--- config.mk ---
export PLATFORM = sky130hd
export DESIGN_NAME = uart_tx_stream
export DESIGN_NICKNAME = d
export VERILOG_FILES = /design/src/rtl/uart_pkg.sv /design/src/rtl/uart_tx_fifo.sv /design/src/rtl/uart_tx_stream.sv
export SDC_FILE = /design/constraint.sdc
export NUM_CORES = 1
export LEC_CHECK = 0
export ABC_AREA = 1
export CAP_MARGIN = 20
export CORE_MARGIN = 10
export CORE_UTILIZATION = 35
export DETAILED_ROUTE_END_ITERATION = 16
export GPL_ROUTABILITY_DRIVEN = 0
export PLACE_DENSITY_LB_ADDON = 0.3
export SLEW_MARGIN = 20
export SYNTH_ARGS = -nofsm -noshare
export SYNTH_HDL_FRONTEND = slang
export SYNTH_SLANG_ARGS = --single-unit
--- constraint.sdc ---
create_clock -name clk -period 4.2 [get_ports clk]
set_clock_uncertainty 0.05 [all_clocks]
set_input_delay 0.84 -clock clk [delete_from_list [all_inputs] [get_ports clk]]
set_output_delay 0.84 -clock clk [all_outputs]
set_load 0.02 [all_outputs]
--- src/rtl/uart_pkg.sv ---
// Shared types and helpers for the UART transmit path.
// UART_TX_PARITY_EN adds an even-parity bit (8E1 frame) when defined.
package uart_pkg;

`ifdef UART_TX_PARITY_EN
    typedef enum logic [2:0] {IDLE, START, DATA, PARITY, STOP} tx_state_t;
    localparam int FRAME_BITS = 11;
`else
    typedef enum logic [2:0] {IDLE, START, DATA, STOP} tx_state_t;
    localparam int FRAME_BITS = 10;
`endif

    // Divisor rounded to nearest integer, so the bit period error stays below half a clock.
    function automatic int baud_div(input int clk_hz, input int baud);
        return (clk_hz + baud / 2) / baud;
    endfunction

endpackage

--- src/rtl/uart_tx_fifo.sv ---
// Synchronous show-ahead FIFO; the head word is visible on rdata while not empty.
// Full/empty come from an extra wrap bit on each pointer.
module uart_tx_fifo #(
    parameter int WIDTH = 8,
    parameter int DEPTH = 16,
    localparam int AW   = $clog2(DEPTH)
) (
    input  logic             clk,
    input  logic             reset_n,
    input  logic             push,
    input  logic [WIDTH-1:0] wdata,
    input  logic             pop,
    output logic [WIDTH-1:0] rdata,
    output logic             full,
    output logic             empty,
    output logic [AW:0]      level
);

    logic [WIDTH-1:0] mem [DEPTH];
    logic [AW:0]      wr_ptr_reg;
    logic [AW:0]      rd_ptr_reg;
    logic             do_push;
    logic             do_pop;

    assign full    = (wr_ptr_reg[AW] != rd_ptr_reg[AW]) &&
                     (wr_ptr_reg[AW-1:0] == rd_ptr_reg[AW-1:0]);
    assign empty   = (wr_ptr_reg == rd_ptr_reg);
    assign level   = wr_ptr_reg - rd_ptr_reg;
    assign do_push = push && !full;
    assign do_pop  = pop && !empty;
    assign rdata   = mem[rd_ptr_reg[AW-1:0]];

    always_ff @(posedge clk) begin
        if (!reset_n) begin
            wr_ptr_reg <= '0;
            rd_ptr_reg <= '0;
        end else begin
            if (do_push) wr_ptr_reg <= wr_ptr_reg + 1'b1;
            if (do_pop)  rd_ptr_reg <= rd_ptr_reg + 1'b1;
        end
    end

    // Storage is not reset; flushing the pointers is enough to discard contents.
    always_ff @(posedge clk) begin
        if (do_push) mem[wr_ptr_reg[AW-1:0]] <= wdata;
    end

endmodule

--- src/rtl/uart_tx_stream.sv ---
// Buffered 8N1 UART transmitter: FIFO, baud counter and frame FSM.
// Define UART_TX_PARITY_EN to insert an even-parity bit before the stop bit.
module uart_tx_stream
    import uart_pkg::*;
#(
    parameter int CLK_HZ     = 50000000,
    parameter int BAUD       = 115200,
    parameter int FIFO_DEPTH = 16,
    localparam int LW        = $clog2(FIFO_DEPTH) + 1
) (
    input  logic          clk,
    input  logic          reset_n,
    input  logic [7:0]    ascii_in,
    input  logic          ascii_valid,
    output logic          ascii_ready,
    output logic          tx,
    output logic          busy,
    output logic [LW-1:0] fifo_level
);

    localparam int BAUD_DIV = baud_div(CLK_HZ, BAUD);
    localparam int CW       = $clog2(BAUD_DIV);

    tx_state_t   state_reg;
    logic [CW-1:0] cnt_reg;
    logic [7:0]  shift_reg;
    logic [2:0]  bit_idx_reg;
    logic        tx_reg;
`ifdef UART_TX_PARITY_EN
    logic        parity_reg;
`endif

    logic [7:0]  head;
    logic        full;
    logic        empty;
    logic        bit_tick;
    logic        pop;

    uart_tx_fifo #(
        .WIDTH (8),
        .DEPTH (FIFO_DEPTH)
    ) u_fifo (
        .clk     (clk),
        .reset_n (reset_n),
        .push    (ascii_valid),
        .wdata   (ascii_in),
        .pop     (pop),
        .rdata   (head),
        .full    (full),
        .empty   (empty),
        .level   (fifo_level)
    );

    assign bit_tick    = (state_reg != IDLE) && (cnt_reg == CW'(BAUD_DIV - 1));
    // Pop from IDLE immediately, or at the end of a stop bit to chain frames back-to-back.
    assign pop         = !empty && ((state_reg == IDLE) || (state_reg == STOP && bit_tick));
    assign ascii_ready = !full;
    assign busy        = (state_reg != IDLE) || !empty;
    assign tx          = tx_reg;

    always_ff @(posedge clk) begin
        if (!reset_n) begin
            state_reg   <= IDLE;
            cnt_reg     <= '0;
            shift_reg   <= '0;
            bit_idx_reg <= '0;
            tx_reg      <= 1'b1;
`ifdef UART_TX_PARITY_EN
            parity_reg  <= 1'b0;
`endif
        end else begin
            // The line level follows the state one cycle later, so every bit lasts BAUD_DIV cycles.
            case (state_reg)
                START:   tx_reg <= 1'b0;
                DATA:    tx_reg <= shift_reg[0];
`ifdef UART_TX_PARITY_EN
                PARITY:  tx_reg <= parity_reg;
`endif
                default: tx_reg <= 1'b1;
            endcase

            if (state_reg == IDLE || bit_tick) cnt_reg <= '0;
            else                               cnt_reg <= cnt_reg + CW'(1);

            case (state_reg)
                IDLE: begin
                    if (!empty) begin
                        shift_reg   <= head;
                        bit_idx_reg <= '0;
`ifdef UART_TX_PARITY_EN
                        parity_reg  <= ^head;
`endif
                        state_reg   <= START;
                    end
                end
                START: begin
                    if (bit_tick) state_reg <= DATA;
                end
                DATA: begin
                    if (bit_tick) begin
                        shift_reg   <= shift_reg >> 1;
                        bit_idx_reg <= bit_idx_reg + 3'd1;
                        if (bit_idx_reg == 3'd7) begin
`ifdef UART_TX_PARITY_EN
                            state_reg <= PARITY;
`else
                            state_reg <= STOP;
`endif
                        end
                    end
                end
`ifdef UART_TX_PARITY_EN
                PARITY: begin
                    if (bit_tick) state_reg <= STOP;
                end
`endif
                STOP: begin
                    if (bit_tick) begin
                        if (!empty) begin
                            shift_reg   <= head;
                            bit_idx_reg <= '0;
`ifdef UART_TX_PARITY_EN
                            parity_reg  <= ^head;
`endif
                            state_reg   <= START;
                        end else begin
                            state_reg   <= IDLE;
                        end
                    end
                end
                default: state_reg <= IDLE;
            endcase
        end
    end

endmodule

==> flow_summary.toml <==
[synthesis]
async_flop_share_pct = 0
synth_edf_count = 128
synth_fa_ha_area_share_pct = 3.168
synthFlopType = "edfxtp_1"
synthTopCellsByArea = "edfxtp_1 (52%), nand2_1 (12%), dfxtp_1 (10%), nand3_1 (6.1%), inv_1 (4.3%)"
ys_warn_count = 0
syn_inst = 756
synth_simple_gate_area_share_pct = 22.89
synth_top_area_share_pct = 52.32
yosys.cell_types.count = 39
yosysTopAreaCell = "edfxtp_1"
synth_compound_area_share_pct = 3.678
synth-xor-area-share_pct = 1.175
synth_seq_cells = 165
synth_top_family_by_area = "simple AND/OR/NAND/NOR gates"
syn_area_sq_um = 7347
ys_seq_area_share_pct = 62.40
synth_nets = 785
synthMuxAreaShare_pct = 0
avgSynthCellArea_sq_um = 9.718

[critical_path]
path_class = "reg -> out"
cp-start-kind = "register"
r2r_cells = 9
critPathMaxFanout = 4
r2r_end = "u_fifo.mem[14][4]$_DFFE_PP_"
cp-end-kind = "primary output"
r2r_slack_ns = 1.52
critPathArrivalTime_ns = 2.55
r2r-start = "u_fifo.rd_ptr_reg[1]$_SDFFE_PN0P_"
worstPathRequired_ns = 3.31

[clock_tree]
cts_sinks = 165
htree_levels = 4
ctsLongestPathBuffers = 2
cts_buffers = 17
cts_resized = 0
tritoncts = "done"
clock_latency_ns = 0.43
cts_hold_buf = 0
clk_pin_slew_ns = 0.07
cts-root-buf = "clkbuf_16"
postCtsSetupRepairBufs = 0

[die]
rows = 52
start_util_pct = 35.96
io_pins = 19
die-area_sq_um = 27190
fp.coreArea_sq_um = 20430
die_x_microns = 164.9
chipHeight_microns = 164.9

[timing]
min_period_over_period_pct = 81.81
slew_headroom_pct = 37.74
layout_min_cycle_time_ns = 3.436
worst_slew_pin_slew_ns = 0.9304
hold_viol = 0
fmax_mhz = 291.0
tns_ns = 0
rsz0062_at_grt = "false"
setup_viol = 0
drv_slew = 0

[hold_path]
hold_start = "shift_reg[3]$_SDFFE_PN0P_"
holdPathStages = 2
worst_hold_path.endpoint = "shift_reg[3]$_SDFFE_PN0P_"
hold_path_class = "reg -> reg"

[global_route]
first_global_vias = 4991
antenna_found_initial = 0
grt_max_degree = 68
grt_pass1_wl_microns = 25300
overflow = 0
track_usage_pct = 12.18

[route]
viasPerCell = 4.699
post_drt_wl_per_cell_microns = 15.11
drtPass1Iterations = 5
vias = 4943
wl_met2_microns = 7958
dr_wl_met3_microns = 677
wl_met1_microns = 7055
top_layer = "met4"
ant_nets = 0
drtIter0Drc = 279
drc = 0
routed_wl_microns = 15900

[cells_and_area]
drive_gt1_share_pct = 7.161
n_antenna_cell = 0
area_delta_synth_final_pct = 14.00
utilization_pct = 41.00
fin_nets = 798
post-route-cell-area_sq_um = 8376
nFillCells = 1997
largest_reg_flops = 128

[status]
outcome = "complete, no violations"

[power]
power.leakage_nw = 3.362
p_per_area_nw_per_um2 = 602.5
worst_ir_drop_vdd_v = 0.0003006

[place]
placed_area_sq_um = 7741
portBuffers = 18
hpwl_microns = 10150

[flow_run]
maxCapViolCount = 0
[layer usage]
layer | global-route usage, % | vias to the layer above
met3 | 3.062 | 15
met5 | 0 | -
met4 | 4.147 | 0
li1 | - | 2508
met1 | 14.13 | 2334
met2 | 21.40 | 86
[cells by family after synthesis]
group           count (synthesis)
compound gates                 50
flops                         165
fa+ha+maj                      18
xor+xnor                        9
simple gates                  395
buf+inv                       119
[worst max path at each step]
stage	slack, ns	depth (start not counted)	endpoint	startpoint
final	0.76	6	fifo_level[4]	u_fifo.wr_ptr_reg[0]$_SDFFE_PN0P_
after global routing	0.58	6	fifo_level[4]	u_fifo.wr_ptr_reg[0]$_SDFFE_PN0P_
after CTS	0.73	6	fifo_level[4]	u_fifo.wr_ptr_reg[0]$_SDFFE_PN0P_
after detailed placement	1.20	6	fifo_level[4]	u_fifo.wr_ptr_reg[0]$_SDFFE_PN0P_
after global placement	1.22	6	fifo_level[4]	u_fifo.wr_ptr_reg[0]$_SDFFE_PN0P_
after floorplan	1.71	5	fifo_level[4]	u_fifo.wr_ptr_reg[0]$_SDFFE_PN0P_
[cell type report]
type | count | area [sq um] | share of cell area [%]
sequential | 165 | 4586 | 54.75
multi-input combinational | 472 | 2271 | 27.11
clock buffer | 18 | 429.2 | 5.124
inverter | 91 | 344.1 | 4.108
tap | 270 | 337.8 | 4.033
timing repair buffer | 22 | 222.7 | 2.659
clock inverter | 14 | 185.2 | 2.211
[layout by cell type (no fill, tap or decap), types with 2 or more instances in the layout]
cell type and count:
nand2_1 226, edfxtp_1 128, nand3_1 90, inv_1 84
nor2_1 59, dfxtp_1 36, a21oi_1 28, clkdlybuf4s50_1 18
ha_1 17, clkbuf_16 17, o21ai_0 12, inv_8 6
xor2_1 5, nand2_2 5, inv_2 4, xnor2_1 3
nor3_2 3, nor3b_1 3, o211ai_1 3, inv_6 3
buf_4 3, o21ai_1 2, clkinv_1 2, nor3_1 2
bufinv_16 2, clkinvlp_4 2
[Yosys cell counts (all sizes together), types with 8 or more instances]
library cell and number:
nand2 232, edfxtp 128, nand3 91, inv 89, nor2 60, dfxtp 37, a21oi 29, buf 20
ha 17, o21ai 14, clkbuf 8
[worst max-delay path: stages (launching register included)]
cell	delay [ns]
dfxtp_1	0.37
inv_1	0.10
ha_1	0.21
fa_1	0.41
o21ai_0	0.24
xor2_1	0.17
clkdlybuf4s50_1	0.62
[stage by stage]
step                std cells  setup WS [ns]  power (W)  hold WS (ns)
floorplan                 756          1.709   0.003051        0.3834
global placement         1019          1.217   0.003465        0.4019
detailed placement       1019          1.203   0.003475        0.4055
CTS                      1051         0.7264   0.005082        0.4159
global route             1052         0.5844   0.005354        0.4322
finish                   1052         0.7641   0.005047        0.4167
[where the power goes]
part / internal [W] / total (W) / switching [W]
Sequential: 0.00184 / 0.00190 / 0.0000543
Combinational: 0.000500 / 0.00154 / 0.00104
Clock: 0.000910 / 0.00161 / 0.000699
Total: 0.00325 / 0.00505 / 0.00180
(Power assumes the default switching activity.)
